--- src/rtl/stopwatch_counter_pkg.sv ---
// Shared types and digit limits for the stopwatch time-keeping core.
// Imported by the interface, the BCD digit counter and the top level.
package stopwatch_pkg;

    typedef enum logic [1:0] {
        PAUSED = 2'd0,
        RUN    = 2'd1,
        ADJUST = 2'd2
    } sw_state_e;

    typedef logic [3:0] bcd_t;

    localparam bcd_t SEC_TENS_MAX = 4'd5;
    localparam bcd_t ONES_MAX     = 4'd9;

    function automatic bcd_t tens_of(input int unsigned value);
        return bcd_t'(value / 10);
    endfunction

    function automatic bcd_t ones_of(input int unsigned value);
        return bcd_t'(value % 10);
    endfunction

endpackage

--- src/rtl/stopwatch_counter_if.sv ---
// Control pulses/levels into the stopwatch core and its registered BCD digits,
// status flags and debug state out of it.
interface stopwatch_counter_if;
    import stopwatch_pkg::*;

    // Inputs carry no valid/ready: tick_1hz, tick_adj, pause_req and clr are
    // sampled every cycle they are high (one event per high cycle); adj and sel
    // are levels. All outputs are registered and always valid.
    logic      tick_1hz;
    logic      tick_adj;
    logic      pause_req;
    logic      clr;
    logic      adj;
    logic      sel;
    bcd_t      min_tens;
    bcd_t      min_ones;
    bcd_t      sec_tens;
    bcd_t      sec_ones;
    logic      running;
    logic      in_adj;
    logic      rollover;
    sw_state_e state_dbg;

    modport master (
        output tick_1hz, tick_adj, pause_req, clr, adj, sel,
        input  min_tens, min_ones, sec_tens, sec_ones,
        input  running, in_adj, rollover, state_dbg
    );

    modport slave (
        input  tick_1hz, tick_adj, pause_req, clr, adj, sel,
        output min_tens, min_ones, sec_tens, sec_ones,
        output running, in_adj, rollover, state_dbg
    );

endinterface

--- src/rtl/stopwatch_counter_bcd_digit.sv ---
// Single BCD digit counting 0..limit_i with synchronous clear and a
// combinational carry-out that fires when an increment wraps the digit.
module bcd_digit
    import stopwatch_pkg::*;
(
    input  logic clk,
    input  logic rst,
    input  logic clr_i,
    input  logic inc_i,
    input  bcd_t limit_i,
    output bcd_t digit_o,
    output logic carry_o
);

    bcd_t digit_q, digit_d;
    logic at_limit;

    always_comb begin
        // >= keeps the digit legal if the limit drops below the current value
        at_limit = (digit_q >= limit_i);
        carry_o  = inc_i && at_limit;
        digit_d  = digit_q;
        if (clr_i) begin
            digit_d = '0;
        end else if (inc_i) begin
            digit_d = at_limit ? bcd_t'(0) : digit_q + 4'd1;
        end
    end

    always_ff @(posedge clk) begin
        if (!rst) begin
            digit_q <= '0;
        end else begin
            digit_q <= digit_d;
        end
    end

    assign digit_o = digit_q;

endmodule

--- src/rtl/stopwatch_counter.sv ---
// Stopwatch MM:SS BCD core with PAUSED/RUN/ADJUST control.
// Define STOPWATCH_SATURATE_EN to hold at MIN_MAX:59 with a sticky rollover flag.
module stopwatch_counter
    import stopwatch_pkg::*;
#(
    parameter int unsigned MIN_MAX = 59
) (
    input logic                clk,
    input logic                rst,
    stopwatch_counter_if.slave sw
);

    localparam bcd_t MIN_TENS_MAX = tens_of(MIN_MAX);
    localparam bcd_t MIN_ONES_TOP = ones_of(MIN_MAX);

    sw_state_e state_q, state_d;
    logic      run_tick;
    logic      adj_step;
    logic      hold;
    logic      rollover_q, rollover_d;

    bcd_t sec_ones, sec_tens, min_ones, min_tens;
    bcd_t min_ones_limit;
    logic sec_ones_carry, sec_tens_carry, min_ones_carry, min_tens_carry;
    logic sec_inc, min_inc, wrap_evt;

    // Priority: clr freezes state and drops ticks, then adj entry/exit,
    // then pause_req, and only then a count tick.
    always_comb begin
        state_d  = state_q;
        run_tick = 1'b0;
        adj_step = 1'b0;
        if (!sw.clr) begin
            if (sw.adj) begin
                state_d  = ADJUST;
                adj_step = (state_q == ADJUST) && sw.tick_adj;
            end else if (state_q == ADJUST) begin
                state_d = PAUSED;
            end else if (sw.pause_req) begin
                state_d = (state_q == RUN) ? PAUSED : RUN;
            end else begin
                run_tick = (state_q == RUN) && sw.tick_1hz;
            end
        end
    end

    always_ff @(posedge clk) begin
        if (!rst) begin
            state_q <= PAUSED;
        end else begin
            state_q <= state_d;
        end
    end

    // Seconds carry only reaches minutes while running; adjust steps one field.
    assign sec_inc        = (run_tick && !hold) || (adj_step && !sw.sel);
    assign min_inc        = (run_tick && !hold && sec_tens_carry) || (adj_step && sw.sel);
    assign min_ones_limit = (min_tens == MIN_TENS_MAX) ? MIN_ONES_TOP : ONES_MAX;
    assign wrap_evt       = run_tick && min_tens_carry;

    bcd_digit u_sec_ones (
        .clk     (clk),
        .rst     (rst),
        .clr_i   (sw.clr),
        .inc_i   (sec_inc),
        .limit_i (ONES_MAX),
        .digit_o (sec_ones),
        .carry_o (sec_ones_carry)
    );

    bcd_digit u_sec_tens (
        .clk     (clk),
        .rst     (rst),
        .clr_i   (sw.clr),
        .inc_i   (sec_ones_carry),
        .limit_i (SEC_TENS_MAX),
        .digit_o (sec_tens),
        .carry_o (sec_tens_carry)
    );

    bcd_digit u_min_ones (
        .clk     (clk),
        .rst     (rst),
        .clr_i   (sw.clr),
        .inc_i   (min_inc),
        .limit_i (min_ones_limit),
        .digit_o (min_ones),
        .carry_o (min_ones_carry)
    );

    bcd_digit u_min_tens (
        .clk     (clk),
        .rst     (rst),
        .clr_i   (sw.clr),
        .inc_i   (min_ones_carry),
        .limit_i (MIN_TENS_MAX),
        .digit_o (min_tens),
        .carry_o (min_tens_carry)
    );

`ifdef STOPWATCH_SATURATE_EN
    logic at_top;

    assign at_top = (min_tens == MIN_TENS_MAX) && (min_ones == MIN_ONES_TOP) &&
                    (sec_tens == SEC_TENS_MAX) && (sec_ones == ONES_MAX);
    assign hold   = at_top;

    always_comb begin
        rollover_d = rollover_q || (run_tick && at_top) || wrap_evt;
        if (sw.clr) begin
            rollover_d = 1'b0;
        end
    end
`else
    assign hold = 1'b0;

    always_comb begin
        rollover_d = wrap_evt;
        if (sw.clr) begin
            rollover_d = 1'b0;
        end
    end
`endif

    always_ff @(posedge clk) begin
        if (!rst) begin
            rollover_q <= 1'b0;
        end else begin
            rollover_q <= rollover_d;
        end
    end

    assign sw.min_tens  = min_tens;
    assign sw.min_ones  = min_ones;
    assign sw.sec_tens  = sec_tens;
    assign sw.sec_ones  = sec_ones;
    assign sw.running   = (state_q == RUN);
    assign sw.in_adj    = (state_q == ADJUST);
    assign sw.rollover  = rollover_q;
    assign sw.state_dbg = state_q;

endmodule

--- src/flat_wrapper.sv ---
// flat-port wrapper written by rule: the top's interface ports become plain ports
module stopwatch_counter_flat import stopwatch_pkg::*;
#(
    parameter int unsigned MIN_MAX = 59
)
  (clk, rst, sw_tick_1hz, sw_tick_adj, sw_pause_req, sw_clr, sw_adj, sw_sel, sw_min_tens, sw_min_ones, sw_sec_tens, sw_sec_ones, sw_running, sw_in_adj, sw_rollover, sw_state_dbg);
  stopwatch_counter_if sw_i ();
  input logic clk;
  input logic rst;
  input wire logic [$bits(sw_i.tick_1hz)-1:0] sw_tick_1hz;
  input wire logic [$bits(sw_i.tick_adj)-1:0] sw_tick_adj;
  input wire logic [$bits(sw_i.pause_req)-1:0] sw_pause_req;
  input wire logic [$bits(sw_i.clr)-1:0] sw_clr;
  input wire logic [$bits(sw_i.adj)-1:0] sw_adj;
  input wire logic [$bits(sw_i.sel)-1:0] sw_sel;
  output wire logic [$bits(sw_i.min_tens)-1:0] sw_min_tens;
  output wire logic [$bits(sw_i.min_ones)-1:0] sw_min_ones;
  output wire logic [$bits(sw_i.sec_tens)-1:0] sw_sec_tens;
  output wire logic [$bits(sw_i.sec_ones)-1:0] sw_sec_ones;
  output wire logic [$bits(sw_i.running)-1:0] sw_running;
  output wire logic [$bits(sw_i.in_adj)-1:0] sw_in_adj;
  output wire logic [$bits(sw_i.rollover)-1:0] sw_rollover;
  output wire logic [$bits(sw_i.state_dbg)-1:0] sw_state_dbg;
  assign sw_i.tick_1hz = sw_tick_1hz;
  assign sw_i.tick_adj = sw_tick_adj;
  assign sw_i.pause_req = sw_pause_req;
  assign sw_i.clr = sw_clr;
  assign sw_i.adj = sw_adj;
  assign sw_i.sel = sw_sel;
  assign sw_min_tens = sw_i.min_tens;
  assign sw_min_ones = sw_i.min_ones;
  assign sw_sec_tens = sw_i.sec_tens;
  assign sw_sec_ones = sw_i.sec_ones;
  assign sw_running = sw_i.running;
  assign sw_in_adj = sw_i.in_adj;
  assign sw_rollover = sw_i.rollover;
  assign sw_state_dbg = sw_i.state_dbg;
  stopwatch_counter #(.MIN_MAX(MIN_MAX)) u_core (.clk(clk), .rst(rst), .sw(sw_i));
endmodule
--- config.mk ---
export PLATFORM = sky130hd
export DESIGN_NAME = stopwatch_counter_flat
export DESIGN_NICKNAME = d
export VERILOG_FILES = /design/src/rtl/stopwatch_counter_pkg.sv /design/src/rtl/stopwatch_counter_if.sv /design/src/rtl/stopwatch_counter_bcd_digit.sv /design/src/rtl/stopwatch_counter.sv /design/src/flat_wrapper.sv
export SDC_FILE = /design/constraint.sdc
export NUM_CORES = 1
export LEC_CHECK = 0
export ABC_AREA = 1
export CAP_MARGIN = 25
export CORE_UTILIZATION = 44
export CTS_CLUSTER_SIZE = 30
export DETAILED_ROUTE_END_ITERATION = 12
export PLACE_DENSITY = 0.72
export SLEW_MARGIN = 40
export SYNTH_ARGS = -nofsm -noshare
export SYNTH_HDL_FRONTEND = slang
export SYNTH_SLANG_ARGS = --single-unit
export TNS_END_PERCENT = 100
--- constraint.sdc ---
create_clock -name clk -period 4.8 [get_ports clk]
set_clock_uncertainty 0.2 [all_clocks]
set_input_delay 0.96 -clock clk [delete_from_list [all_inputs] [get_ports clk]]
set_output_delay 0.96 -clock clk [all_outputs]
set_load 0.005 [all_outputs]
==> run summary <==
Status: completed
Worst EP required: 4790 ps
Vias per cell: 5.084
Via count: 1088
Max Freq: 361.4 MHz
Least-Margin Pin Slew: 668.9 ps
Sinks on the clock net: 19
Internal power: 204.2 µW
Vias in the first global route: 997
First-pass GRT wire length: 4105 µm
Ant diodes: 0
PwrDens: 179.5 nW/µm²
Logic pwr share: 0.098
Synth Instances: 154
DRC: 0
Post-DRT Antenna Nets: 0
GPL Wtd Cong: 0.8982
Clock Power Share: 0.297
Area taken by multi-input logic gates: 653.1 µm²
Period utilization: 0.5764
CP max-delay cell: clkdlybuf4s50_1
Num CTS Buffers: 3
Initial Utilization: 0.4616
Setup TNS: 0 ps
Synth Area in Adders: 0.1532
DRT Wirelength: 2356 µm
Max Slew Vio Count: 0
Sequential share of power: 0.605
Die X: 52.98 µm
Cell variety after synth: 27
Post-CTS Setup Inserts: 0
DP HPWL: 1813 µm
CP startpoint kind: input port
Compound-Gate Fraction of Synth Area: 0.1280
Final hold vios: 0
Net count, final: 207
RSZ-0062 raised after global routing: no
Dpl cell area: 1445 µm²
Peak supply drop: 0.2015 mV
Final Cell Area: 1471 µm²
Flops & latches, synth: 19
Cell Rows: 18
DRT Pass-1 Iters: 4
CTS Buffer Depth: 2
Switching power share of the total: 0.2268
Reg area: 380.4 µm²
CTS tree: done
I/O pins: 29
Number of fill cells: 244
Crit. End Element: flop
Commonest non-fill, non-tap cells in the layout: 28 x clkdlybuf4s50_1, 24 x nand2_1, 23 x inv_1
Drt initial violations: 17
Clock root cell: clkbuf_4
Post-Syn Nets: 176
Final setup fails: 0
Critical Path Max Stage Delay: 440 ps
Worst rel slew slack: 0.5524
Initial antenna violation count: 0
Cts hold-fix bufs: 0
H-tree Lvls: 1
Period minus WS final: 2767 ps
Die H: 52.98 µm
Register area share after synthesis: 0.3326
Post-synthesis mux area share: 0
Commonest non-fill, non-tap cell in the layout: clkdlybuf4s50_1
Xor/xnor cell area share of the yosys netlist: 0.01532
Maxcap violations: 0
Gr ovfl total: 0
Simple-gate share of the synthesized area: 0.2746
Leakage: 0.0005909 µW
Most frequent CP cell: nand2_1
Die area: 2807 µm²
Syn avg cell area: 7.426 µm²
Main combinational cell family by area after synthesis: simple AND/OR/NAND/NOR gates
Core Box Area: 2477 µm²
Wire per inst: 11.01 µm
Port bufs: 28
Highest net fanout along the worst path: 12
Worst Hold Class: reg -> reg
CP Class: in -> reg
Post-CTS Resized: 0
Tot GR Track Use: 0.1947
Switching power: 59.88 µW
Warnings from Yosys: 0
Clock Latency Late Sink: 290 ps
Syn Std Cell Area: 1144 µm²
Layout Area Growth over Synthesis: 28.67%
Largest net degree at the start of global routing: 13
Layout cell share with drive strength beyond 1: 0.06522
Arrival @ worst endpoint: 2760 ps
Clock transition at path regs: 100 ps
Crit path cell chain: clkdlybuf4s50_1 > inv_2 > nand2_1 > nor2_1 > nand2_1 > nand2_1 > nand4_2 > nand2_2 > nand2_2 > nand2_1 > nor2_1
-- state kept, by name, indices dropped and copies added, names as in the netlist --
name                       flops
u_core.sw.state_dbg            2
u_core.u_min_ones.digit_o      4
u_core.sw.rollover             1
u_core.u_min_tens.digit_o      4
u_core.u_sec_tens.digit_o      4
u_core.u_sec_ones.digit_o      4
-- worst max-delay path: cells and delay by family --
kind	cells	cell delay, ps
simple gates	9	1250
buf+inv	2	540
-- path summary, 6_finish.rpt --
kind | depth (start not counted) | endpoint | slack [ps] | from
worst max register to register | 12 | u_core.u_min_ones.digit_o[3] | 2510 | u_core.sw.state_dbg[0]
worst min register to register | 2 | u_core.sw.state_dbg[1] | 320 | u_core.sw.state_dbg[1]
worst min-delay path | 2 | u_core.sw.state_dbg[1] | 320 | u_core.sw.state_dbg[1]
worst max-delay path | 11 | u_core.u_min_ones.digit_o[3] | 2030 | sw_adj
-- synth_stat cells --
| cell type | n | area (µm²) |
|---|---|---|
| nand2_1 | 24 | 90.09 |
| inv_1 | 23 | 86.33 |
| nor2_1 | 22 | 82.58 |
| dfxtp_1 | 19 | 380.4 |
| ha_1 | 14 | 175.2 |
| a21oi_1 | 11 | 55.05 |
| nand3_1 | 7 | 35.03 |
| nand4_1 | 6 | 37.54 |
| nand2_2 | 4 | 25.02 |
| o22ai_1 | 3 | 18.77 |
| inv_2 | 2 | 7.510 |
| nand3b_1 | 2 | 15.01 |
| nor3_1 | 2 | 10.01 |
| o21ai_0 | 2 | 10.01 |
| a211oi_1 | 1 | 7.510 |
| a21boi_4 | 1 | 18.77 |
| a21oi_2 | 1 | 8.760 |
| a31oi_1 | 1 | 6.260 |
| a41oi_1 | 1 | 8.760 |
| and3_1 | 1 | 6.260 |
| buf_2 | 1 | 5.000 |
| buf_6 | 1 | 11.26 |
| nand4_2 | 1 | 12.51 |
| o21a_1 | 1 | 7.510 |
| o21ai_1 | 1 | 5.000 |
| xnor2_1 | 1 | 8.760 |
| xor2_1 | 1 | 8.760 |
-- power by group through the flow --
stage          clock [µW]  sequential (µW)  combinational (µW)
6_report             78.3              160                25.9
2_1_floorplan           0              164                12.2
5_1_grt              86.8              160                29.3
3_3_place_gp            0              164                25.4
4_1_cts              80.9              160                26.0
3_5_place_dp            0              163                25.9
-- cell type report --
cell class | count | area share
Sequential cell | 19 | 0.2585
Multi-Input combinational cell | 108 | 0.4439
Clock buffer | 4 | 0.01786
Tap cell | 30 | 0.02551
Timing Repair Buffer | 28 | 0.1905
Inverter | 25 | 0.06378
-- through the flow --
stage / hold slack (ps) / std cells / power, µW / util / worst slack (ps)
2_1_floorplan: 282.4 / 154 / 175.7 / - / 2721
3_3_place_gp: 288.0 / 210 / 188.9 / 0.5833 / 1863
3_5_place_dp: 298.5 / 210 / 189.4 / 0.5833 / 1740
4_1_cts: 328.0 / 214 / 266.7 / 0.5939 / 2054
5_1_grt: 354.1 / 214 / 276.2 / 0.5939 / 1831
6_report: 317.2 / 214 / 264.0 / 0.5939 / 2033
-- cell families after synthesis --
kind of cell,after synthesis
flops,19
compound gates,23
buf+inv,27
xor+xnor,2
fa+ha+maj,14
simple gates,69
-- routing by layer --
layer  global-route usage  routed length (µm)  vias to the layer above
met1               0.2302                1123                      508
met4              0.02632                  11                        0
met3              0.05460                  83                        2
li1                     -                   -                      555
met2               0.3523                1138                       23
met5                    0                   0                        -
Note: power is estimated with default switching activity, not from simulation.
